**src/rtl/snake_pkg.sv**
```systemverilog
// Shared definitions for the snake game controller.
// Holds the grid geometry, direction codes, the controller state enum,
// the power-up layout coordinates and small helpers that build that layout.
package snake_pkg;

  localparam int BLK_SIZE     = 32;
  localparam int GRID_COLS    = 45;
  localparam int GRID_ROWS    = 28;
  localparam int MAX_SEGMENTS = 23;
  localparam int COORD_W      = 11;

  typedef enum logic [1:0] {
    DIR_UP    = 2'b00,
    DIR_RIGHT = 2'b01,
    DIR_DOWN  = 2'b10,
    DIR_LEFT  = 2'b11
  } dir_e;

  typedef enum logic [2:0] {
    ST_IDLE,
    ST_RUN,
    ST_SCAN,
    ST_UPDATE,
    ST_PLACE,
    ST_LOSE,
    ST_WIN
  } state_e;

  localparam logic [10:0] INIT_HEAD_X  = 11'd704;
  localparam logic [10:0] INIT_HEAD_Y  = 11'd448;
  localparam logic [10:0] INIT_APPLE_X = 11'd1024;
  localparam logic [10:0] INIT_APPLE_Y = 11'd448;
  localparam logic [15:0] LFSR_SEED    = 16'hACE1;

  // The starting snake lies horizontally, head rightmost, one cell per slot
  // trailing to the left; slots past the starting length are empty.
  function automatic logic [10:0] initSegX(int idx, int startLen, int blk);
    if (idx < startLen) return 11'(int'(INIT_HEAD_X) - idx * blk);
    return '0;
  endfunction

  function automatic logic [10:0] initSegY(int idx, int startLen);
    if (idx < startLen) return INIT_HEAD_Y;
    return '0;
  endfunction

  function automatic logic [1:0] initSegDir(int idx, int startLen);
    if (idx < startLen) return DIR_RIGHT;
    return DIR_UP;
  endfunction

endpackage

```
**src/rtl/snake_lfsr.sv**
```systemverilog
// Free-running pseudo-random source for apple placement.
// 16-bit Fibonacci LFSR (taps 16,14,13,11) stepping every clock; seeded with
// a non-zero value on reset so it can never lock up at zero.
// Ports:
//   clk        - clock
//   rst        - asynchronous active-high reset
//   colBits_o  - LFSR bits [5:0], raw column material
//   rowBits_o  - LFSR bits [12:8], raw row material
module snake_lfsr
  import snake_pkg::*;
(
  input  logic       clk,
  input  logic       rst,
  output logic [5:0] colBits_o,
  output logic [4:0] rowBits_o
);

  logic [15:0] lfsr_q;
  logic [15:0] lfsr_d;

  // Shift left, feeding back the XOR of the tap bits into bit 0.
  always_comb begin
    lfsr_d = {lfsr_q[14:0], lfsr_q[15] ^ lfsr_q[13] ^ lfsr_q[12] ^ lfsr_q[10]};
  end

  // The register advances on every clock regardless of game state.
  always_ff @(posedge clk or posedge rst) begin
    if (rst) begin
      lfsr_q <= LFSR_SEED;
    end else begin
      lfsr_q <= lfsr_d;
    end
  end

  assign colBits_o = lfsr_q[5:0];
  assign rowBits_o = lfsr_q[12:8];

endmodule

```
**src/rtl/snake_ctrl.sv**
```systemverilog
// Snake game controller.
// Keeps the body as a shift array of cell positions, moves one cell per
// accepted step tick, checks walls and self-collision with a one-segment-per-
// cycle scan, grows on apples and places new apples on free cells using an
// LFSR. Positions, length and apple only change in single commit cycles.
// Ports:
//   clk, rst                  - clock, asynchronous active-high reset
//   step_tick                 - one-cycle request for one move
//   btn_up/down/left/right    - one-cycle direction pulses
//   btn_start                 - leaves IDLE, or restarts after LOSE/WIN
//   snakepos_x/_y             - packed 11-bit pixel coordinates, slot 0 = head
//   length                    - number of live segments
//   direction                 - packed 2-bit heading per slot
//   applepos_x/_y             - apple top-left pixel
//   lose, win                 - game-end flags
module snake_ctrl #(
  parameter int BLK_SIZE     = snake_pkg::BLK_SIZE,
  parameter int MAX_SEGMENTS = snake_pkg::MAX_SEGMENTS,
  parameter int START_LEN    = 3,
  parameter int WIN_LEN      = 23
) (
  input  logic                        clk,
  input  logic                        rst,
  input  logic                        step_tick,
  input  logic                        btn_up,
  input  logic                        btn_down,
  input  logic                        btn_left,
  input  logic                        btn_right,
  input  logic                        btn_start,
  output logic [11*MAX_SEGMENTS-1:0]  snakepos_x,
  output logic [11*MAX_SEGMENTS-1:0]  snakepos_y,
  output logic [5:0]                  length,
  output logic [53:0]                 direction,
  output logic [10:0]                 applepos_x,
  output logic [10:0]                 applepos_y,
  output logic                        lose,
  output logic                        win
);

  import snake_pkg::*;

  localparam int          IDX_W   = $clog2(MAX_SEGMENTS);
  localparam logic [11:0] STEP12  = 12'(BLK_SIZE);
  localparam logic [11:0] X_LIMIT = 12'((GRID_COLS - 1) * BLK_SIZE);
  localparam logic [11:0] Y_LIMIT = 12'((GRID_ROWS - 1) * BLK_SIZE);

  state_e state_q;
  state_e state_d;

  logic [10:0]      segX_q   [MAX_SEGMENTS];
  logic [10:0]      segY_q   [MAX_SEGMENTS];
  logic [1:0]       segDir_q [MAX_SEGMENTS];
  logic [5:0]       len_q;
  logic [10:0]      appleX_q;
  logic [10:0]      appleY_q;
  logic [1:0]       pendDir_q;
  logic [1:0]       moveDir_q;
  logic [10:0]      candX_q;
  logic [10:0]      candY_q;
  logic             eat_q;
  logic [IDX_W-1:0] idx_q;
  logic [10:0]      placeX_q;
  logic [10:0]      placeY_q;

  logic        btnValid;
  logic [1:0]  btnDir;
  logic        btnAccept;
  logic [11:0] nextX12;
  logic [11:0] nextY12;
  logic        offGrid;
  logic        nextEat;
  logic [5:0]  scanLimit;
  logic        scanHit;
  logic        scanDone;
  logic        placeHit;
  logic        placeLast;
  logic [5:0]  growLen;
  logic        reload;
  logic [5:0]  colBits;
  logic [4:0]  rowBits;
  logic [5:0]  colFix;
  logic [4:0]  rowFix;
  logic [10:0] sampleX;
  logic [10:0] sampleY;

  snake_lfsr uLfsr (
    .clk       (clk),
    .rst       (rst),
    .colBits_o (colBits),
    .rowBits_o (rowBits)
  );

  // Button arbitration: highest-priority pulse wins, and a reversal onto the
  // neck is dropped rather than falling through to a lower-priority button.
  always_comb begin
    btnValid = 1'b1;
    btnDir   = DIR_UP;
    if (btn_up) begin
      btnDir = DIR_UP;
    end else if (btn_down) begin
      btnDir = DIR_DOWN;
    end else if (btn_left) begin
      btnDir = DIR_LEFT;
    end else if (btn_right) begin
      btnDir = DIR_RIGHT;
    end else begin
      btnValid = 1'b0;
    end
    btnAccept = btnValid && (btnDir != (segDir_q[0] ^ 2'b10))
                && (state_q != ST_LOSE) && (state_q != ST_WIN);
  end

  // Candidate head one cell ahead. A 12-bit result lets a move off the top or
  // left edge underflow into a huge value that fails the limit check.
  always_comb begin
    nextX12 = {1'b0, segX_q[0]};
    nextY12 = {1'b0, segY_q[0]};
    case (pendDir_q)
      DIR_UP:    nextY12 = {1'b0, segY_q[0]} - STEP12;
      DIR_RIGHT: nextX12 = {1'b0, segX_q[0]} + STEP12;
      DIR_DOWN:  nextY12 = {1'b0, segY_q[0]} + STEP12;
      default:   nextX12 = {1'b0, segX_q[0]} - STEP12;
    endcase
    offGrid = (nextX12 > X_LIMIT) || (nextY12 > Y_LIMIT);
    nextEat = (nextX12[10:0] == appleX_q) && (nextY12[10:0] == appleY_q);
  end

  // Collision scan bookkeeping. Without eating, the tail vacates its cell in
  // the same move, so it is excluded from the scan.
  always_comb begin
    scanLimit = eat_q ? (len_q - 6'd1) : (len_q - 6'd2);
    scanHit   = (segX_q[idx_q] == candX_q) && (segY_q[idx_q] == candY_q);
    scanDone  = (6'(idx_q) == scanLimit);
    placeHit  = (segX_q[idx_q] == placeX_q) && (segY_q[idx_q] == placeY_q);
    placeLast = (6'(idx_q) == (len_q - 6'd1));
    growLen   = eat_q ? (len_q + 6'd1) : len_q;
    reload    = ((state_q == ST_LOSE) || (state_q == ST_WIN)) && btn_start;
  end

  // Fold LFSR bits into the grid range by a single conditional subtract.
  always_comb begin
    colFix  = (colBits >= 6'(GRID_COLS)) ? (colBits - 6'(GRID_COLS)) : colBits;
    rowFix  = (rowBits >= 5'(GRID_ROWS)) ? (rowBits - 5'(GRID_ROWS)) : rowBits;
    sampleX = 11'(int'(colFix) * BLK_SIZE);
    sampleY = 11'(int'(rowFix) * BLK_SIZE);
  end

  // State register.
  always_ff @(posedge clk or posedge rst) begin
    if (rst) begin
      state_q <= ST_IDLE;
    end else begin
      state_q <= state_d;
    end
  end

  // Next-state logic.
  always_comb begin
    state_d = state_q;
    case (state_q)
      ST_IDLE: begin
        if (btn_start) state_d = ST_RUN;
      end
      ST_RUN: begin
        if (step_tick) state_d = offGrid ? ST_LOSE : ST_SCAN;
      end
      ST_SCAN: begin
        if (scanHit) state_d = ST_LOSE;
        else if (scanDone) state_d = ST_UPDATE;
      end
      ST_UPDATE: begin
        if (!eat_q) state_d = ST_RUN;
        else if ((len_q + 6'd1) == 6'(WIN_LEN)) state_d = ST_WIN;
        else state_d = ST_PLACE;
      end
      ST_PLACE: begin
        if (!placeHit && placeLast) state_d = ST_RUN;
      end
      ST_LOSE, ST_WIN: begin
        if (btn_start) state_d = ST_RUN;
      end
      default: state_d = ST_IDLE;
    endcase
  end

  // Output packing straight from the committed registers, so nothing in
  // flight inside SCAN or PLACE is ever visible.
  always_comb begin
    snakepos_x = '0;
    snakepos_y = '0;
    direction  = '0;
    for (int i = 0; i < MAX_SEGMENTS; i++) begin
      snakepos_x[11*i +: 11] = segX_q[i];
      snakepos_y[11*i +: 11] = segY_q[i];
      direction[2*i +: 2]    = segDir_q[i];
    end
    length     = len_q;
    applepos_x = appleX_q;
    applepos_y = appleY_q;
    lose       = (state_q == ST_LOSE);
    win        = (state_q == ST_WIN);
  end

  // Datapath: body array, apple, pending heading and scan/placement scratch.
  // The body moves as a whole in the UPDATE cycle; slots beyond the new
  // length are cleared so a dropped tail leaves no residue.
  always_ff @(posedge clk or posedge rst) begin
    if (rst) begin
      for (int i = 0; i < MAX_SEGMENTS; i++) begin
        segX_q[i]   <= initSegX(i, START_LEN, BLK_SIZE);
        segY_q[i]   <= initSegY(i, START_LEN);
        segDir_q[i] <= initSegDir(i, START_LEN);
      end
      len_q     <= 6'(START_LEN);
      appleX_q  <= INIT_APPLE_X;
      appleY_q  <= INIT_APPLE_Y;
      pendDir_q <= DIR_RIGHT;
      moveDir_q <= DIR_RIGHT;
      candX_q   <= '0;
      candY_q   <= '0;
      eat_q     <= 1'b0;
      idx_q     <= '0;
      placeX_q  <= '0;
      placeY_q  <= '0;
    end else if (reload) begin
      for (int i = 0; i < MAX_SEGMENTS; i++) begin
        segX_q[i]   <= initSegX(i, START_LEN, BLK_SIZE);
        segY_q[i]   <= initSegY(i, START_LEN);
        segDir_q[i] <= initSegDir(i, START_LEN);
      end
      len_q     <= 6'(START_LEN);
      appleX_q  <= INIT_APPLE_X;
      appleY_q  <= INIT_APPLE_Y;
      pendDir_q <= DIR_RIGHT;
      eat_q     <= 1'b0;
      idx_q     <= '0;
    end else begin
      if (btnAccept) pendDir_q <= btnDir;
      case (state_q)
        ST_RUN: begin
          if (step_tick && !offGrid) begin
            candX_q   <= nextX12[10:0];
            candY_q   <= nextY12[10:0];
            eat_q     <= nextEat;
            moveDir_q <= pendDir_q;
            idx_q     <= '0;
          end
        end
        ST_SCAN: begin
          if (!scanDone) idx_q <= idx_q + IDX_W'(1);
        end
        ST_UPDATE: begin
          for (int i = 1; i < MAX_SEGMENTS; i++) begin
            if (6'(i) < growLen) begin
              segX_q[i]   <= segX_q[i-1];
              segY_q[i]   <= segY_q[i-1];
              segDir_q[i] <= segDir_q[i-1];
            end else begin
              segX_q[i]   <= '0;
              segY_q[i]   <= '0;
              segDir_q[i] <= DIR_UP;
            end
          end
          segX_q[0]   <= candX_q;
          segY_q[0]   <= candY_q;
          segDir_q[0] <= moveDir_q;
          len_q       <= growLen;
          placeX_q    <= sampleX;
          placeY_q    <= sampleY;
          idx_q       <= '0;
        end
        ST_PLACE: begin
          if (placeHit) begin
            placeX_q <= sampleX;
            placeY_q <= sampleY;
            idx_q    <= '0;
          end else if (placeLast) begin
            appleX_q <= placeX_q;
            appleY_q <= placeY_q;
          end else begin
            idx_q <= idx_q + IDX_W'(1);
          end
        end
        default: begin
        end
      endcase
    end
  end

endmodule

```
**config.mk**
```make
export PLATFORM = sky130hd
export DESIGN_NAME = snake_ctrl
export DESIGN_NICKNAME = d
export VERILOG_FILES = /design/src/rtl/snake_pkg.sv /design/src/rtl/snake_lfsr.sv /design/src/rtl/snake_ctrl.sv
export SDC_FILE = /design/constraint.sdc
export NUM_CORES = 1
export LEC_CHECK = 0
export CORE_MARGIN = 2
export CORE_UTILIZATION = 40
export CTS_CLUSTER_SIZE = 10
export DETAILED_ROUTE_END_ITERATION = 10
export RECOVER_POWER = 50
export SYNTH_ARGS = -nofsm -noshare
export SYNTH_HDL_FRONTEND = slang
export SYNTH_SLANG_ARGS = --single-unit
export TNS_END_PERCENT = 5
```
**constraint.sdc**
```tcl
create_clock -name clk -period 31.3 [get_ports clk]
set_clock_uncertainty 0.2 [all_clocks]
set_input_delay 3.13 -clock clk [delete_from_list [all_inputs] [get_ports clk]]
set_output_delay 3.13 -clock clk [all_outputs]
set_load 0.01 [all_outputs]
```
# After elaboration in Yosys (flattened, before gate mapping)
# Index checks and enable logic that the tools add are counted.
# Widths: inputs -> output; s select.
# totals
reg_bits	653
inputBits	8
out_inout_bits	590
# classes
addsub	10
order_cmp	27
eq_ne	29
muxes	132
bitwise	6
reduce_logical	31
# op_table
op	n
$mux 253	4
$mux 11	58
$bmux 11 s5	2
$mux 46	2
$eq 11x11->1	6
$mux 2	28
$lt 4x6->1 const A	8
$pmux 12 s2	2
$pmux 11 s2	2
$lt 5x6->1 const A	7
$mux 10	3
$mux 5	6
$mux 6	5
$add 11x6->12 const B	2
$lt 3x6->1 const A	4
$sub 11x6->12 const B	2
$mux 3	7
$pmux 5 s4	1
$ne 3x3->1 const B	5
$pmux 3 s5	1
$reduce_bool 2->1	7
$eq 5x6->1	2
$ge 6x6->1 const B	2
$gt 12x10->1 const B	1
36 further kinds	68

# Longest topological paths before layout
# logic_depth
ltp_word	10
ltp_mapped	16
depth_no_buf	13

# Hierarchy
# Synthesis repeated with hierarchy kept, for this count alone.
# hier_totals
hier_cells	2370
area_unflattened_um2	29308.1
# by_module_without_submodules
module	n_inst	cells_per_inst	area_each_um2	seq_area_each_um2
snake_ctrl	1	2339	28785.1	15424.8
snake_lfsr	1	31	523.0	410.4

# Worst setup path after synthesis
# OpenSTA, ideal clock, no wires.
# synth_path
kind	input -> register
from	input btn_start
to	register segX_q (netlist bit snakepos_x[121])
setup_time_ns	0.066
arrival_ns	4.634
required_time_ns	31.034
setup_slack_ns	26.400
cell_stages	7
cell_sequence	inv_1 > o21ai_0 > a22oi_1 > clkbuf_1 > clkbuf_1 > clkbuf_1 > a22o_1
# synth_between
elab_chain_len	2
elab_cells_between_ends	3
classes_between	1 x mux; 2 x reduce/logical
# synth_rtl
item	line_no	source
start, declared	snake_ctrl.sv:29	input logic btn_start,
$logic_and 1x1->1 *	snake_ctrl.sv:137	reload = ((state_q == ST_LOSE) || (state_q == ST_WIN)) && btn_start;
$mux 253 / $reduce_bool 2->1 (equally long branches)	--	
end signal, assigned by index	snake_ctrl.sv:210	segX_q[i] <= initSegX(i, START_LEN, BLK_SIZE);
end signal, assigned by index	snake_ctrl.sv:227	segX_q[i] <= initSegX(i, START_LEN, BLK_SIZE);
end signal, assigned by index	snake_ctrl.sv:255	segX_q[i] <= segX_q[i-1];
end, declared	snake_ctrl.sv:50	logic [10:0] segX_q [MAX_SEGMENTS];
# Every way passes the cells marked *; elsewhere a longest branch is shown, timed or not.
# A chain may end at the register's enable or synchronous reset.

# Final worst setup path
# layout_path
from	input btn_start
to	register segY_q (netlist bit snakepos_y[199])
# layout_between
elab_chain_len	2
elab_cells_between_ends	3
classes_between	1 x mux; 2 x reduce/logical
# layout_rtl
item	line_no	source
$logic_and 1x1->1 *	snake_ctrl.sv:137	
$mux 253 / $reduce_bool 2->1 (equally long branches)	--	
end signal, assigned by index	snake_ctrl.sv:211	segY_q[i] <= initSegY(i, START_LEN);
end signal, assigned by index	snake_ctrl.sv:228	segY_q[i] <= initSegY(i, START_LEN);
end signal, assigned by index	snake_ctrl.sv:256	segY_q[i] <= segY_q[i-1];
end, declared	snake_ctrl.sv:51	logic [10:0] segY_q [MAX_SEGMENTS];
# Marked as above.

==> qor.yml <==
combinationalPowerShare: 0.310
path_clk_slew_ns: 0.06
cp_max_fo: 204
worst_slack_ns: 18.51
tritoncts: "built"
clkPwrFrac: 0.312
p_seq_frac: 0.378
power_mw: 2.52
wl_per_cell_um: 30.5
num_vias: 23900
fin_area_sq_um: 37800
cts_buffer_depth: 3
post_drt_via_cell_ratio: 6.26
synthCells: 2334
first_pass_iters: 6
slew_headroom: -6.07
status: "finished with violations"
path_buf_inv: 4
syn_area_sq_um: 29300
die_width_um: 275
nets: 2855
clock.fmax_ghz: 0.0782
dpl.hpwl_um: 84500
cpLargestDelayFamily: "buffers and inverters"
setup-violations-final: 0
rsz0062_at_grt: "false"
ys_async_sr_fraction: 1.00
crit_chain: "dlygate4sd3_1 -> inv_1 -> o21ai_0 -> a22oi_1 -> clkbuf_1 -> buf_4 -> a22o_1"
p_int_mw: 1.59
die_h_um: 275
core_region_area_sq_um: 72700
ys_warn_count: 0
ant_nets: 0
grt_pass1_wl_um: 168000
power.leakage_nw: 18.2
timing.final.crit_share: 0.409
dp_slack_ns: 23.93
cp.arrival_ns: 13.14
ctsHtreeMaxLevel: 3
dieArea_sq_um: 75500
hold_violations: 0
gp_routability_congestion: 0.896
ir_drop_v: 0.0000658
fin_tns_setup_ns: 0
drtIter0Drc: 2647
power_density_nw_per_um2: 66.6
hold_buffers: 0
grt_pass1_vias: 22900
hold-worst-slack_ns: 0.153
drc: 0
worst-endpoint-required_ns: 31.65
hp-class: "reg2reg"
violations: "max-capacitance violations, max-slew violations"
post_cts_buffers: 0
tightest_slew_ns: 10.60
slew_viol_final: 762
drv_cap: 8
ys_seq_area_frac: 0.540
utilization: 0.520
post-place-cells: 3708
synth_edf_count: 0
switching_power_mw: 0.924
ios: 598
grt_antenna_before_repair: 3
placed_area_sq_um: 35800
port-buffer-count: 578
cts_resized: 0
slowest_delay_ns: 6.62
grt-ovfl-total: 0
period_needed_ns: 12.79
postSynthAreaPerCell_sq_um: 12.6
start_kind: "input port"
worstSetupPathType: "in2reg"
layout-drive-gt1-share: 0.108
grt_max_degree: 228
routed_wl_um: 117000
cts-buffers-inserted: 74
ys_types: 89
syn2layout_area_growth_pct: 29.0
ys.flop_type: "dfrtp_1"
switching_share: 0.367
ys_ff_latch: 631
clock_sinks: 631
fin_cells: 3825
cts-root-buf: "clkbuf_16"
start_util: 0.403
clk_latency_ns: 0.62
cp_slowest_cell: "clkbuf_1"
end_kind: "flop"
core.rowCount: 99
grtUsageTotal: 0.303
==> path summary, 6_finish.rpt <==
check | to | depth (start not counted) | from | slack, ns
hold / removal | uLfsr.lfsr_q[15]$_DFF_PP1_ | 0 | uLfsr.lfsr_q[14]$_DFF_PP0_ | 0.15
hold reg to reg | uLfsr.lfsr_q[15]$_DFF_PP1_ | 0 | uLfsr.lfsr_q[14]$_DFF_PP0_ | 0.15
max in group asynchronous | idx_q[2]$_DFFE_PP0P_ | 5 | rst | 20.25
setup reg to reg | snakepos_y[199]$_DFFE_PP0P_ | 6 | state_q[0]$_DFFE_PP0P_ | 20.88
min in group asynchronous | direction[32]$_DFFE_PP0P_ | 2 | rst | 4.46
setup / recovery | snakepos_y[199]$_DFFE_PP0P_ | 7 | btn_start | 18.51
==> cells in the final DEF, fill, tap and decap left out, drive strengths merged, types with 53 or more instances in the layout <==
cell	count
dfrtp	595
dlygate4sd3	563
a22o	537
mux2i	118
clkbuf	113
nand2	86
a21oi	75
o21ai	63
mux4	62
nor2	53
==> cells by family after synthesis <==
group | share of synthesized area
and+or+nand+nor | 0.0533
other | 0.000128
AOI/OAI and AO/OA | 0.229
xor gates and xnor gates | 0.0179
muxes | 0.107
buffers and inverters | 0.0426
adders and majority gates | 0.00990
DFF | 0.540
==> per-layer routing <==
metal  track usage  wire [um]  vias up
met5             0          0        -
met4         0.121       4890        0
met3        0.0496       8570      197
met2         0.479      55500     1146
met1         0.416      47600    12600
li1              -          -     9998
==> registers in the layout (all words and copies together), names as in the netlist <==
name / cells
candX_q: 11
moveDir_q: 2
eat_q: 1
snakepos_y: 253
applepos_y: 5
placeX_q: 6
uLfsr.lfsr_q: 16
length: 6
candY_q: 11
direction: 46
snakepos_x: 253
pendDir_q: 2
applepos_x: 6
placeY_q: 5
state_q: 3
idx_q: 5
==> final cells by class <==
class / instances / area (sq um)
antenna: 3 / 7.51
clock buffer: 108 / 2040
clock inverter: 6 / 67.6
fill: 6198 / 34900
inverter: 33 / 125
multi-input combinational: 1467 / 12500
sequential: 631 / 15800
tap: 959 / 1200
timing repair buffer: 618 / 6080
==> cells in the mapped netlist, types with 7 or more instances <==
master,number,area [sq um]
a221o_1,17,170
mux4_2,62,1400
dfstp_2,36,946
nand2b_1,15,93.8
dfrtp_1,595,14900
nand4_1,13,81.3
a31oi_1,10,62.6
a21oi_1,75,375
buf_4,40,300
xor2_1,21,184
ha_1,20,250
or3_1,10,62.6
nor2b_1,12,75.1
xnor2_1,39,342
nand2_1,86,323
and3_1,14,87.6
a221oi_1,7,61.3
a22o_1,537,4700
mux2_2,37,417
nand3_1,39,195
o31ai_1,9,67.6
clkbuf_1,139,522
mux2_4,9,135
o21ai_0,60,300
mux2i_1,118,1180
buf_2,17,85.1
buf_1,8,30.0
o21a_1,7,52.6
inv_1,30,113
nor2_1,51,191
nor3_1,17,85.1
o22ai_1,7,43.8
o211ai_1,11,82.6
buf_6,15,169
a22oi_1,36,270
==> worst reg2reg max path, stage by stage (launching register included) <==
cell and delay, ns:
dfrtp_1 0.66, nand3b_1 0.33, inv_1 0.13, a22oi_1 0.25, clkbuf_1 6.62, buf_4 1.80
a22o_1 0.37
==> power by group through the flow <==
| stage | Sequential [mW] | Combinational (mW) | Clock [mW] |
|---|---|---|---|
| after floorplan | 0.915 | 0.568 | 0 |
| after global placement | 0.964 | 0.773 | 0 |
| after detailed placement | 0.966 | 0.787 | 0 |
| after CTS | 0.952 | 0.790 | 0.795 |
| after global routing | 0.959 | 0.836 | 0.831 |
| final | 0.952 | 0.782 | 0.785 |
No activity file was read; power rests on OpenSTA's default activity.
